==> src/rtl/sampler_drum_voice_reader_if.sv <==
// sampler_drum_voice_reader_if: word read port between a drum voice and sample memory
interface sampler_drum_voice_reader_if;
    logic        mem_rd;
    logic [19:0] mem_addr;
    logic [15:0] mem_rdata;
    logic        mem_rvalid;
    modport master (output mem_rd, mem_addr, input mem_rdata, mem_rvalid);
    modport slave  (input mem_rd, mem_addr, output mem_rdata, mem_rvalid);
endinterface

==> src/rtl/sampler_drum_voice_reader.sv <==
// sampler_drum_voice_reader: one-shot drum voice that streams sample words to the mixer on sample ticks
module sampler_drum_voice_reader #(
    parameter logic [19:0] SAMPLE_LEN = 20'h08000,
    parameter bit          ONE_SHOT   = 1'b1
) (
    input  logic                               clk,
    input  logic                               rst_n,
    input  logic [19:0]                        note_addr,
    input  logic                               invalid_note,
    input  logic                               sample_tick,
    sampler_drum_voice_reader_if.master        mem,
    output logic [15:0]                        audio_out,
    output logic                               audio_valid,
    output logic                               busy,
    output logic                               underrun
);
    typedef enum logic [1:0] {IDLE, FETCH, WAIT_TICK} state_t;
    state_t      state;
    logic        prev_invalid, pend, rel_pend, zero_pend;
    logic [19:0] prev_addr, base, offset, pend_addr, next_off, load_addr;
    logic [15:0] data_buf;
    logic        trig, stop, quit, load;
    assign trig      = !invalid_note && (prev_invalid || note_addr != prev_addr);
    assign stop      = !ONE_SHOT && invalid_note && !prev_invalid;
    assign quit      = (rel_pend && !trig) || stop;
    assign next_off  = offset + 20'd1;
    assign busy      = state != IDLE;
    // a read in flight is never aborted: a retrigger reloads only once it completes
    assign load      = (trig && state != FETCH) ||
                       (state == FETCH && mem.mem_rvalid && !quit && (pend || trig));
    assign load_addr = (state == FETCH && !trig) ? pend_addr : note_addr;
    always_ff @(posedge clk or negedge rst_n) begin
        if (!rst_n) begin
            state        <= IDLE;
            prev_invalid <= 1'b1;
            prev_addr    <= '0;
            base         <= '0;
            offset       <= '0;
            pend         <= 1'b0;
            pend_addr    <= '0;
            rel_pend     <= 1'b0;
            zero_pend    <= 1'b0;
            data_buf     <= '0;
            mem.mem_rd   <= 1'b0;
            mem.mem_addr <= '0;
            audio_out    <= '0;
            audio_valid  <= 1'b0;
            underrun     <= 1'b0;
        end else begin
            prev_invalid <= invalid_note;
            prev_addr    <= note_addr;
            audio_valid  <= 1'b0;
            underrun     <= 1'b0;
            case (state)
                IDLE: begin
                    if (zero_pend && sample_tick) begin
                        audio_out   <= '0;
                        audio_valid <= 1'b1;
                        zero_pend   <= 1'b0;
                    end
                end
                FETCH: begin
                    underrun <= sample_tick;
                    if (trig) begin
                        pend      <= 1'b1;
                        pend_addr <= note_addr;
                        rel_pend  <= 1'b0;
                    end else if (stop) rel_pend <= 1'b1;
                    if (mem.mem_rvalid) begin
                        pend       <= 1'b0;
                        rel_pend   <= 1'b0;
                        mem.mem_rd <= 1'b0;
                        data_buf   <= mem.mem_rdata;
                        state      <= quit ? IDLE : WAIT_TICK;
                        zero_pend  <= quit;
                    end
                end
                WAIT_TICK: begin
                    if (stop) begin
                        state     <= IDLE;
                        zero_pend <= 1'b1;
                    end else if (sample_tick && !trig) begin
                        audio_out   <= data_buf;
                        audio_valid <= 1'b1;
                        offset      <= next_off;
                        if (next_off == SAMPLE_LEN) begin
                            state     <= IDLE;
                            zero_pend <= 1'b1;
                        end else begin
                            mem.mem_addr <= base + next_off;
                            mem.mem_rd   <= 1'b1;
                            state        <= FETCH;
                        end
                    end
                end
                default: state <= IDLE;
            endcase
            if (load) begin
                base         <= load_addr;
                offset       <= '0;
                mem.mem_addr <= load_addr;
                mem.mem_rd   <= 1'b1;
                state        <= FETCH;
                zero_pend    <= 1'b0;
            end
        end
    end
endmodule

==> src/flat_wrapper.sv <==
// flat-port wrapper written by rule: the top's interface ports become plain ports
module sampler_drum_voice_reader_flat 
#(
    parameter logic [19:0] SAMPLE_LEN = 20'h08000,
    parameter bit          ONE_SHOT   = 1'b1
)
  (clk, rst_n, note_addr, invalid_note, sample_tick, audio_out, audio_valid, busy, underrun, mem_mem_rd, mem_mem_addr, mem_mem_rdata, mem_mem_rvalid);
  sampler_drum_voice_reader_if mem_i ();
  input  logic clk;
  input  logic rst_n;
  input  logic [19:0] note_addr;
  input  logic invalid_note;
  input  logic sample_tick;
  output logic [15:0] audio_out;
  output logic audio_valid;
  output logic busy;
  output logic underrun;
  output wire logic [$bits(mem_i.mem_rd)-1:0] mem_mem_rd;
  output wire logic [$bits(mem_i.mem_addr)-1:0] mem_mem_addr;
  input wire logic [$bits(mem_i.mem_rdata)-1:0] mem_mem_rdata;
  input wire logic [$bits(mem_i.mem_rvalid)-1:0] mem_mem_rvalid;
  assign mem_mem_rd = mem_i.mem_rd;
  assign mem_mem_addr = mem_i.mem_addr;
  assign mem_i.mem_rdata = mem_mem_rdata;
  assign mem_i.mem_rvalid = mem_mem_rvalid;
  sampler_drum_voice_reader #(.SAMPLE_LEN(SAMPLE_LEN), .ONE_SHOT(ONE_SHOT)) u_core (.clk(clk), .rst_n(rst_n), .note_addr(note_addr), .invalid_note(invalid_note), .sample_tick(sample_tick), .mem(mem_i), .audio_out(audio_out), .audio_valid(audio_valid), .busy(busy), .underrun(underrun));
endmodule
==> config.mk <==
export PLATFORM = sky130hd
export DESIGN_NAME = sampler_drum_voice_reader_flat
export DESIGN_NICKNAME = d
export VERILOG_FILES = /design/src/rtl/sampler_drum_voice_reader_if.sv /design/src/rtl/sampler_drum_voice_reader.sv /design/src/flat_wrapper.sv
export SDC_FILE = /design/constraint.sdc
export NUM_CORES = 1
export LEC_CHECK = 0
export BUFFER_PORTS_ARGS = -buffer_cell sky130_fd_sc_hd__buf_2
export CORE_MARGIN = 5
export CORE_UTILIZATION = 30
export DETAILED_ROUTE_END_ITERATION = 7
export PLACE_DENSITY_LB_ADDON = 0.08
export SYNTH_ARGS = -nofsm -noshare
export SYNTH_HDL_FRONTEND = slang
export SYNTH_SLANG_ARGS = --single-unit
==> constraint.sdc <==
create_clock -name clk -period 3.8 [get_ports clk]
set_clock_uncertainty 0.1 [all_clocks]
set_input_delay 1.14 -clock clk [delete_from_list [all_inputs] [get_ports clk]]
set_output_delay 1.14 -clock clk [all_outputs]
set_load 0.01 [all_outputs]
Yosys cells after proc, flatten, opt, wreduce, memory -nomap -nowiden. Cells that the tools add are included.

Flip-flop bits (word level): 141. Latch bits: 0. Memory bits (writable): 0. Memory bits (read-only): 0. Input bits: 41. Output and inout port bits: 40. Logic and storage cells: 99. Memories: 0.

$add $sub $neg: 2. Multipliers: 0. Div/mod/pow operators: 0. Magnitude comparators: 0. Equality and inequality tests: 14. Shifts and indexed selects: 0. Muxes and demuxes: 36. Bitwise gates (word level): 0. Reduce and logical (&&, ||, !) cells: 32.

Operators by type and width (count): $mux W20 (8); $mux W16 (2); $pmux W16 S2 (1); $add A20 B1 Y20 const B (1); $add A20 B20 Y20 (1); $eq A20 B16 Y1 const B (1); $ne A20 B20 Y1 (1); $mux W1 (17); $ne A2 B1 Y1 const B (5); $reduce_bool A2 Y1 (5); $logic_and A1 B1 Y1 (9); $ne A3 B1 Y1 const B (3); $reduce_and A3 Y1 (3); $mux W2 (4); $reduce_and A2 Y1 (4); $ne A3 B2 Y1 const B (2); $pmux W2 S3 (1); $reduce_and A5 Y1 (1); $pmux W1 S2 (2); $reduce_and A4 Y1 (1); $reduce_bool A4 Y1 (1); $logic_not A1 Y1 (3); $logic_or A1 B1 Y1 (3); $pmux W1 S3 (1); 4 further kinds (4).

Depth between registers and ports, before layout. Gate-level depths: netlist of the first run.

Word-level depth: 11. Mapped depth: 15. Mapped depth without buffers: 14.

Worst setup path after synthesis of the first run. No wires, ideal clock.

Path kind: register -> register. Start point: register u_core.offset[0]. End point: register u_core.mem.mem_addr[17]. Library setup time: 0.077 ns. Arrival time: 3.190 ns. Required time: 3.623 ns. Setup slack: 0.432 ns. Stages on the path, launching flop included: 15. Path buffers: 0. Clock period less this slack: 3.368 ns. Path through: dfrtp_1 ha_1 nand4_1 nor4_4 nand3_1 xnor2_1 ha_1 a211oi_1 nand3b_1 o221a_2 o21ai_0 o21ai_0 xnor2_1 mux2_2 a21oi_1.

Cells in the longest elaborated chain, start to end: 6. Elaborated cells between the ends (all ways): 9. Classes of those cells: add/sub (2); eq/ne (2); mux (4); reduce/logical (1).

RTL lines: start, declared (line sampler_drum_voice_reader.sv:20) `logic [19:0] prev_addr, base, offset, pend_addr, next_off, load_addr;`; start signal, assigned (line sampler_drum_voice_reader.sv:85) `offset <= next_off;`; $add A20 B1 Y20 (*) (line sampler_drum_voice_reader.sv:26) `assign next_off = offset + 20'd1;`; $add A20 B20 Y20 (line sampler_drum_voice_reader.sv:90) `mem.mem_addr <= base + next_off;`; $mux W20 (line sampler_drum_voice_reader.sv:86) `if (next_off == SAMPLE_LEN) begin`; $mux W20 (line sampler_drum_voice_reader.sv:82) `end else if (sample_tick && !trig) begin`; $mux W20 (line sampler_drum_voice_reader.sv:54) `case (state)`; $mux W20 (line sampler_drum_voice_reader.sv:98) `if (load) begin`; end signal, assigned (line sampler_drum_voice_reader.sv:90); end signal, assigned (line sampler_drum_voice_reader.sv:101) `mem.mem_addr <= load_addr;`; end, declared (line sampler_drum_voice_reader_if.sv:7) `modport master (output mem_rd, mem_addr, input mem_rdata, mem_rvalid);`.

Mark *: on every way between the ends. The rest lies on a longest branch, timed or not. The select of a mux whose other input is x is not followed. A chain may end at the register's enable or synchronous reset.

Worst setup path after layout of the first run.
Start point: register u_core.offset[1]. End point: register u_core.mem.mem_addr[17].

Same word-level chain as after synthesis.

==> results of run 1 <==
-- logic make-up (layout without fill, tap and decap cells) --
logic type	Yosys count	in the layout	share of synthesized area
simple gates	173	173	0.120
compound gates	140	140	0.127
flops	140	140	0.480
mux	82	82	0.124
xor+xnor	63	63	0.0756
buf+inv	42	148	0.0250
fa+ha+maj	28	28	0.0490
-- where the power goes --
part	internal (mW)	switching, mW	leakage (nW)
clock network	1.08	0.752	0.317
registers	2.01	0.308	1.70
logic	1.13	1.21	2.02
-- worst paths after layout --
| check | end | slack, ns | cells past startpoint | startpoint |
|---|---|---|---|---|
| min | u_core.mem.mem_rd$_DFFE_PN0P_ | 0.37 | 1 | u_core.mem.mem_rd$_DFFE_PN0P_ |
| min in group asynchronous | u_core.offset[11]$_DFFE_PN0P_ | 0.60 | 1 | rst_n |
| max in group asynchronous | u_core.mem.mem_addr[6]$_DFFE_PN0P_ | 2.15 | 2 | rst_n |
| max reg2reg | u_core.mem.mem_addr[17]$_DFFE_PN0P_ | 0.33 | 15 | u_core.offset[1]$_DFFE_PN0P_ |
| max | u_core.mem.mem_addr[17]$_DFFE_PN0P_ | 0.33 | 15 | u_core.offset[1]$_DFFE_PN0P_ |
| min reg2reg | u_core.mem.mem_rd$_DFFE_PN0P_ | 0.37 | 1 | u_core.mem.mem_rd$_DFFE_PN0P_ |
-- what timing repair did --
action	4_1_cts	5_1_grt
setup buffers	0	2
setup endpoints to repair	0	7
gates resized for setup	0	7
-- synthesized netlist by cell type, types with 5 or more instances --
library cell / count
inv_1: 10
o211ai_1: 6
clkbuf_1: 23
nor2_1: 76
buf_2: 5
o21ai_0: 10
nand3_1: 10
xnor2_1: 36
nand4_1: 9
mux2_2: 49
xor2_1: 27
a21o_1: 8
dfrtp_1: 139
nor2b_1: 6
nand2_1: 29
nor3_1: 11
mux2i_1: 29
a211oi_1: 7
ha_1: 27
a21oi_1: 57
a22o_1: 17
-- worst register-to-register path, delay by kind of cell (launching register included) --
kind,cells,cell delay [ns]
multiplexers,1,0.26
adder cells (fa/ha/maj),2,0.56
flip-flops,1,0.35
AO/OA/AOI/OAI,4,0.71
AND/OR/NAND/NOR,5,0.85
XOR/XNOR,2,0.36
buffers and inverters,1,0.20
-- through the flow --
stage	cells	hold WS, ns	util	setup WS [ns]
global placement	1064	0.365	0.339	0.246
CTS	1096	0.386	0.366	0.0744
detailed placement	1064	0.368	0.339	0.101
global route	1098	0.412	0.367	0.000643
floorplan	668	0.360	-	0.432
finish	1098	0.375	0.367	0.331
-- layer usage --
metal	vias to the layer above	GRT usage
met5	-	0
met4	0	0.0348
met3	19	0.0324
met2	91	0.210
met1	2618	0.191
li1	2574	-
-- state kept, by name, summed over array words and instances, names as in the netlist, 2 cells and up --
name / flops
u_core.audio_out: 16
u_core.base: 20
u_core.data_buf: 16
u_core.mem.mem_addr: 20
u_core.offset: 20
u_core.pend_addr: 20
u_core.prev_addr: 20
u_core.state: 2
-- area by class of cell --
class,instances,share of cell area
clock buffer,17,0.0479
clock inverter,15,0.0245
inverter,10,0.00423
multi-input combinational,486,0.409
sequential,140,0.395
tap,324,0.0457
timing repair buffer,106,0.0734
==> out/results.ini, run 1 <==
[run_status]
status=finished clean

[grt]
antenna_found_initial=0
grt_pass1_wl_mm=30.4
grtUsageTotal=0.136
gr-total-overflow=0
grt_max_degree=63
grt_pass1_vias=5415

[min_path]
holdCritPathClass=register to register

[setup_path]
path_cells=ha_2 > nand4_1 > buf_4 > nor4_4 > nand3_1 > xnor2_1 > ha_1 > nand2_1 > nand3b_1 > o221a_2 > o21ai_1 > o21ai_0 > xnor2_1 > mux2_2 > a21oi_1
slowest_delay_ns=0.35
critical_path_class=register to register
critPathRequiredTime_ns=4.04
crit_arrival_ns=3.71
cpMaxStageDelayCell=dfrtp_1
crit_path_start_kind=register
endpoint_kind=register
crit_top_cell=xnor2_1
cp_top_family=simple AND/OR/NAND/NOR gates
worst-path-max-fanout=6
crit_buf_inv=1

[synthesis]
ys_seq_area_frac=0.480
yosys.area.top_type=dfrtp_1
yosysWarnings=0
synthFlopType=dfrtp_1
synth_area_mm2=0.00730
avgSynthCellArea_um2=10.9
synth_cell_types=63
ys_top_cells_by_area=dfrtp_1 (48%), mux2_2 (7.6%), ha_1 (4.6%)
synth_edf_count=0
async_flop_share=1.00
syn_nets=737
synthCells=668
yosys_register_bits=140
synth_top_area_frac=0.476

[pwr]
ir_drop_mv=0.346
leakagePower_nw=4.04
power.total_mw=6.48
p_per_area_mw_per_mm2=730

[detailed_routing]
wl_mm=18.4
top_layer=met4
firstDrtPassIters=5
vias=5302
routedWlPerCell_um=16.8
antenna_left=0
route.met3.wl_um=687
routed_via_density=4.83
wl_met1_mm=9.14
drt_iter0_drc=243
wl_met2_mm=8.34
drc=0

[final_layout]
stdcell_area_mm2=0.00888
layout.nets=830
drive_gt1_frac=0.264
fillers=2380
diodes=0
final_cell_mix=dfrtp_1 (139), buf_2 (79), nor2_1 (75)
seq_area_mm2=0.00350
syn2layout_area_growth_pct=21.6
final_common_cell=dfrtp_1
multi_input_comb_area_mm2=0.00363

[timing]
worst_pin_slew_ns=0.741
tns_ns=0
slew_headroom=0.505
setup_viol=0
final-hold-violation-count=0
fin_crit_ns=3.47
maxSlewViolCount=0
grt_setup_unrepaired=no
fmax_mhz=288
fin_crit_sh=0.913

[cts]
cts-hold-fix-buffers=0
cts_sinks=140
clockRootBuffer=clkbuf_16
insertion_delay_ns=0.43
cts_buffers=17
clockBufferDepth=2
cts.clk_slew.worst_paths_ns=0.07
cts_tree=built
htree_levels=4

[place]
gp_congestion=0.794
io_buffers=80
place_area_mm2=0.00820
dp_hpwl_mm=13.6

[die]
core_mm2=0.0242
start_util=0.302
num_io_pins=81
die_w_um=166
dieArea_mm2=0.0276
placementRows=57
die_h_um=166

[job]
cap_violations=0

Note: power is estimated with default switching activity, not from simulation.
==> inputs of run 2 (changes only) <==
--- a/config.mk
+++ b/config.mk
@@ -5,10 +5,10 @@
 export SDC_FILE = /design/constraint.sdc
 export NUM_CORES = 1
 export LEC_CHECK = 0
-export BUFFER_PORTS_ARGS = -buffer_cell sky130_fd_sc_hd__buf_2
 export CORE_MARGIN = 5
 export CORE_UTILIZATION = 30
 export DETAILED_ROUTE_END_ITERATION = 7
+export DONT_BUFFER_PORTS = 1
 export PLACE_DENSITY_LB_ADDON = 0.08
 export SYNTH_ARGS = -nofsm -noshare
 export SYNTH_HDL_FRONTEND = slang
==> out/results.ini, run 2 (synthesis gave the netlist of run 1 again) <==
[timing]
fmax_mhz=282  ; -2.1%
grt_setup_unrepaired=no
fin_crit_sh=0.933  ; +0.0200
final-hold-violation-count=0  ; unchanged
slew_headroom=0.512  ; +0.00701
setup_viol=0  ; unchanged
tns_ns=0  ; unchanged
maxSlewViolCount=0  ; unchanged
worst_pin_slew_ns=0.731  ; -0.0105 ns
fin_crit_ns=3.54  ; +0.0758 ns

[final_layout]
fin_cells=1008  ; -8.2%
multi_input_comb_area_mm2=0.00364  ; about the same
post-route-util=0.345  ; -0.0219
final_cell_mix=dfrtp_1 (137), nor2_1 (75), a21oi_1 (57)
diodes=0  ; unchanged
seq_area_mm2=0.00351  ; about the same
final_common_cell=dfrtp_1
fillers=2439  ; +2.5%
syn2layout_area_growth_pct=14.3
layout.nets=740  ; -11%
drive_gt1_frac=0.170  ; -0.0940

[cts]
post_cts_buffers=0  ; unchanged
insertion_delay_ns=0.43  ; about the same
cts.clk_slew.worst_paths_ns=0.08  ; about the same
cts_sinks=140  ; unchanged
cts_resized=0  ; unchanged
htree_levels=4  ; unchanged
clockBufferDepth=2  ; unchanged
cts_tree=built
cts_buffers=17  ; unchanged
clockRootBuffer=clkbuf_16
cts-hold-fix-buffers=0  ; unchanged

[job]
cap_violations=0  ; unchanged

[setup_path]
r2r_cells=14  ; -1
crit_buf_inv=0  ; -1
regToRegSetupSlack_ns=0.26  ; -0.08 ns
crit_path_start_kind=register
slowest_delay_ns=0.45  ; +0.10 ns
critical_path_class=register to register
critPathRequiredTime_ns=4.05  ; about the same
endpoint_kind=register
worst-path-max-fanout=6  ; unchanged
timing.rr.start=u_core.offset[1]$_DFFE_PN0P_
cpMaxStageDelayCell=dfrtp_1
crit_arrival_ns=3.79  ; +0.08 ns
worst-path-stages=14  ; -1
path_cells=ha_2 > nand4_1 > nor2_2 > nand2_1 > xnor2_1 > ha_1 > a21o_1 > a21oi_1 > o31ai_1 > a2111oi_1 > nor3_1 > xnor2_1 > mux2_2 > a21oi_1
r2r_end=u_core.mem.mem_addr[13]$_DFFE_PN0P_
cp_top_family=compound AO/OA/AOI/OAI gates

[pwr]
pwr-share-comb=0.323  ; -0.038
internal_power_mw=3.86  ; -8.4%
p_per_area_mw_per_mm2=729  ; -0.16%
leakagePower_nw=3.63  ; -10%
power_frac_clock=0.278  ; -0.004
switching_share=0.366  ; +0.0155
ir_drop_mv=0.383  ; +11%
p_switching_mw=2.23  ; -2.0%
pwr-share-seq=0.399  ; +0.042

[die]
dieArea_mm2=0.0276  ; unchanged
die_h_um=166  ; unchanged
num_io_pins=81  ; unchanged
placementRows=57  ; unchanged
die_w_um=166  ; unchanged
core_mm2=0.0242  ; unchanged
start_util=0.302  ; unchanged

[detailed_routing]
drc=0  ; unchanged
routed_via_density=4.90  ; +1.5%
routedWlPerCell_um=17.4  ; +3.9%
antenna_left=0  ; unchanged
wl_mm=17.6  ; -4.6%
vias=4938  ; -6.9%
firstDrtPassIters=4  ; -1
drt_iter0_drc=284  ; +17%

[grt]
grt_pass1_vias=5106  ; -5.7%
grt_pass1_wl_mm=28.6  ; -5.8%
busiest_layer=met2
use_met3=0.0464  ; +0.0140
grtUsageTotal=0.130  ; -0.00595
antenna_found_initial=0  ; unchanged
gr-usage-met2=0.202  ; -0.00835
gr-total-overflow=0  ; unchanged
grt_max_degree=141  ; +120%
met1_usage=0.175  ; -0.0161

[place]
gp_congestion=0.772  ; -2.7%
dp.cells=976  ; -8.3%
dp_hpwl_mm=12.5  ; -8.1%
io_buffers=0  ; -100%

[min_path]
holdCritPathClass=primary input to async pin

[run_status]
status=finished clean

-- run 2: cell types whose count changed in the layout (fill, tap and decap cells not counted), sizes merged --
cell / delta
bufinv: -3
inv: -2
clkinv: +5
buf: -90
-- run 2: worst register-to-register path, delay by kind of cell (launching register included) --
family / cells / cell delay [ns]
AND/OR/NAND/NOR: 4 / 0.62
adder cells (fa/ha/maj): 2 / 0.61
XOR/XNOR: 2 / 0.35
flip-flops: 1 / 0.45
AO/OA/AOI/OAI: 5 / 1.07
multiplexers: 1 / 0.26
-- run 2: layer usage --
metal  vias to the layer above  wire length (um)
met5                         -                 0
met4                         0               148
met3                        15              1020
met2                        77              8110
met1                      2442              8310
li1                       2404                 -
-- run 2: area by class of cell --
cell class | instances | area share
multi-input combinational | 486 | 0.436
sequential | 140 | 0.420
clock buffer | 17 | 0.0510
tap | 324 | 0.0486
clock inverter | 15 | 0.0226
timing repair buffer | 16 | 0.0174
inverter | 10 | 0.00450
-- run 2: power by group through the flow --
stage,registers [mW],logic (mW),clock network (mW)
floorplan,2.34,1.57,0
global placement,2.46,1.96,0
detailed placement,2.47,1.98,0
CTS,2.44,1.99,1.75
global route,2.50,2.20,1.81
finish,2.43,1.96,1.69
-- run 2: worst max path at each step --
stage / to / startpoint
2_1_floorplan: u_core.mem.mem_addr[17]$_DFFE_PN0P_ / u_core.offset[0]$_DFFE_PN0P_
3_3_place_gp: u_core.mem.mem_addr[17]$_DFFE_PN0P_ / u_core.offset[1]$_DFFE_PN0P_
3_5_place_dp: u_core.mem.mem_addr[17]$_DFFE_PN0P_ / u_core.offset[1]$_DFFE_PN0P_
4_1_cts: u_core.mem.mem_addr[17]$_DFFE_PN0P_ / u_core.offset[1]$_DFFE_PN0P_
5_1_grt: u_core.mem.mem_addr[18]$_DFFE_PN0P_ / u_core.offset[1]$_DFFE_PN0P_
6_report: u_core.mem.mem_addr[13]$_DFFE_PN0P_ / u_core.offset[1]$_DFFE_PN0P_
-- run 2: metrics by stage --
stage | area [um^2] | hold WS (ns) | total power, mW | setup slack [ns]
floorplan | 7300 | 0.360 | 3.91 | 0.432
finish | 8350 | 0.313 | 6.08 | 0.255
detailed placement | 7710 | 0.376 | 4.45 | 0.149
global route | 8350 | 0.282 | 6.52 | 0.00589
CTS | 8320 | 0.283 | 6.19 | 0.115
global placement | 7710 | 0.368 | 4.41 | 0.255
==> inputs of run 3 (changes only) <==
--- a/config.mk
+++ b/config.mk
@@ -9,7 +9,6 @@
 export CORE_UTILIZATION = 30
 export DETAILED_ROUTE_END_ITERATION = 7
 export DONT_BUFFER_PORTS = 1
-export PLACE_DENSITY_LB_ADDON = 0.08
 export SYNTH_ARGS = -nofsm -noshare
 export SYNTH_HDL_FRONTEND = slang
 export SYNTH_SLANG_ARGS = --single-unit
==> out/results.ini, run 3 (synthesis gave the netlist of run 1 again) <==
[grt]
grt_pass1_wl_mm=27.6  ; -3.7%
gr-total-overflow=0  ; unchanged
antenna_found_initial=0  ; unchanged
grt_pass1_vias=4900  ; -4.0%
grtUsageTotal=0.124  ; -0.00514
grt_max_degree=141  ; unchanged

[detailed_routing]
wl_mm=16.7  ; -5.0%
firstDrtPassIters=4  ; unchanged
vias=4985  ; +0.95%
routed_via_density=4.95  ; +1.1%
drc=0  ; unchanged
routedWlPerCell_um=16.6  ; -4.9%
drt_iter0_drc=270  ; -4.9%
antenna_left=0  ; unchanged

[cts]
insertion_delay_ns=0.43  ; about the same
cts.clk_slew.worst_paths_ns=0.06  ; -0.02 ns
htree_levels=4  ; unchanged
clockRootBuffer=clkbuf_16
cts_sinks=140  ; unchanged
cts_buffers=17  ; unchanged
clockBufferDepth=2  ; unchanged
cts_tree=built
post_cts_buffers=0  ; unchanged

[final_layout]
final_cell_mix=dfrtp_1 (138), nor2_1 (76), a21oi_1 (56)
layout.nets=740  ; unchanged
drive_gt1_frac=0.164  ; -0.00561
seq_area_mm2=0.00351  ; about the same
fillers=2413  ; -1.1%
fin_cells=1007  ; -0.099%
multi_input_comb_area_mm2=0.00362  ; -0.34%
syn2layout_area_growth_pct=13.7
final_common_cell=dfrtp_1
diodes=0  ; unchanged

[die]
core_mm2=0.0242  ; unchanged
placementRows=57  ; unchanged
die_w_um=166  ; unchanged
num_io_pins=81  ; unchanged
die_h_um=166  ; unchanged
start_util=0.302  ; unchanged
dieArea_mm2=0.0276  ; unchanged

[timing]
fmax_mhz=275  ; -2.6%
final-hold-violation-count=0  ; unchanged
slew_headroom=0.503  ; -0.00851
setup_viol=0  ; unchanged
fin_crit_ns=3.64  ; +0.0930 ns
worst_pin_slew_ns=0.744  ; +0.0127 ns
fin_crit_sh=0.957  ; +0.0245
maxSlewViolCount=0  ; unchanged
whs_ns=0.321  ; +0.00810 ns

[setup_path]
endpoint_kind=register
crit_path_start_kind=register
worst-path-max-fanout=6  ; unchanged
critPathRequiredTime_ns=4.05  ; about the same
crit_arrival_ns=3.88  ; +0.09 ns
critical_path_class=register to register

[job]
cap_violations=0  ; unchanged

[place]
dp.cells=976  ; unchanged
dp_hpwl_mm=11.9  ; -4.6%
gp_congestion=0.846  ; +9.5%
io_buffers=0  ; unchanged

[min_path]
holdCritPathClass=primary input to async pin

[run_status]
status=finished clean

[pwr]
leakagePower_nw=3.61  ; -0.59%
p_per_area_mw_per_mm2=729  ; about the same
ir_drop_mv=0.339  ; -12%

==> run 3: cell count changes in the layout (fill, tap and decap cells not counted), moves of 2 or more <==
cell	delta
bufinv_16	+2
clkinv_2	+2
clkinv_4	+2
clkinv_8	-6
inv_6	+2
inv_8	-4
==> run 3: worst max-delay path, cell delays in order (launching register included) <==
cell and delay (ns):
dfrtp_1 0.45, ha_2 0.28, nand4_1 0.21, nor2_1 0.22, nand2_1 0.09, xnor2_1 0.22, ha_1 0.33, a21o_1 0.20
a21oi_1 0.14, o31ai_1 0.14, a2111oi_0 0.52, nor3_1 0.12, xnor2_1 0.14, mux2_2 0.26, a21oi_1 0.14
==> run 3: final timing paths <==
kind | from | slack (ns) | endpoint | depth (start not counted)
min in group clk | u_core.data_buf[3]$_DFFE_PN0P_ | 0.39 | u_core.audio_out[3]$_DFFE_PN0P_ | 1
hold / removal | rst_n | 0.32 | u_core.offset[7]$_DFFE_PN0P_ | 0
setup reg to reg | u_core.offset[1]$_DFFE_PN0P_ | 0.16 | u_core.mem.mem_addr[13]$_DFFE_PN0P_ | 14
setup / recovery | u_core.offset[1]$_DFFE_PN0P_ | 0.16 | u_core.mem.mem_addr[13]$_DFFE_PN0P_ | 14
hold reg to reg | u_core.data_buf[3]$_DFFE_PN0P_ | 0.39 | u_core.audio_out[3]$_DFFE_PN0P_ | 1
max in group asynchronous | rst_n | 2.95 | u_core.prev_invalid$_DFF_PN1_ | 0
==> run 3: metal layers <==
metal / vias up / share of wire / global-route usage
li1: 2401 / - / -
met1: 2451 / 0.48 / 0.174
met2: 113 / 0.44 / 0.178
met3: 20 / 0.062 / 0.0405
met4: 0 / 0.019 / 0.0506
met5: - / 0 / 0
==> run 3: final cells by class <==
type / count / area share
Tap cell: 324 / 0.0488
Clock buffer: 17 / 0.0512
Clock inverter: 14 / 0.0191
Sequential cell: 140 / 0.422
Timing Repair Buffer: 16 / 0.0175
Multi-Input combinational cell: 486 / 0.436
Inverter: 10 / 0.00452
==> run 3: per-stage QoR <==
stage	setup slack (ns)	total power, mW	setup TNS [ns]	cell area (um^2)	utilization
after global placement	0.262	4.39	0	7710	0.319
final	0.162	6.06	0	8300	0.343
after global routing	-0.00110	6.48	-0.00110	8300	0.343
after detailed placement	0.136	4.42	0	7710	0.319
after CTS	0.123	6.11	0	8290	0.343
after floorplan	0.432	3.91	0	7300	-
==> run 3: what timing repair did <==
item / in CTS / in global routing
resized for setup: 0 / 5
hold buffers: 0 / 0
endpoints found under the setup margin: 0 / 7
==> run 3: where the power goes <==
group	switching, mW	total [mW]	leakage (nW)	internal [mW]
clock	0.683	1.66	0.287	0.977
combinational	1.01	1.96	1.62	0.952
sequential	0.424	2.43	1.70	2.01
total	2.12	6.06	3.61	3.94
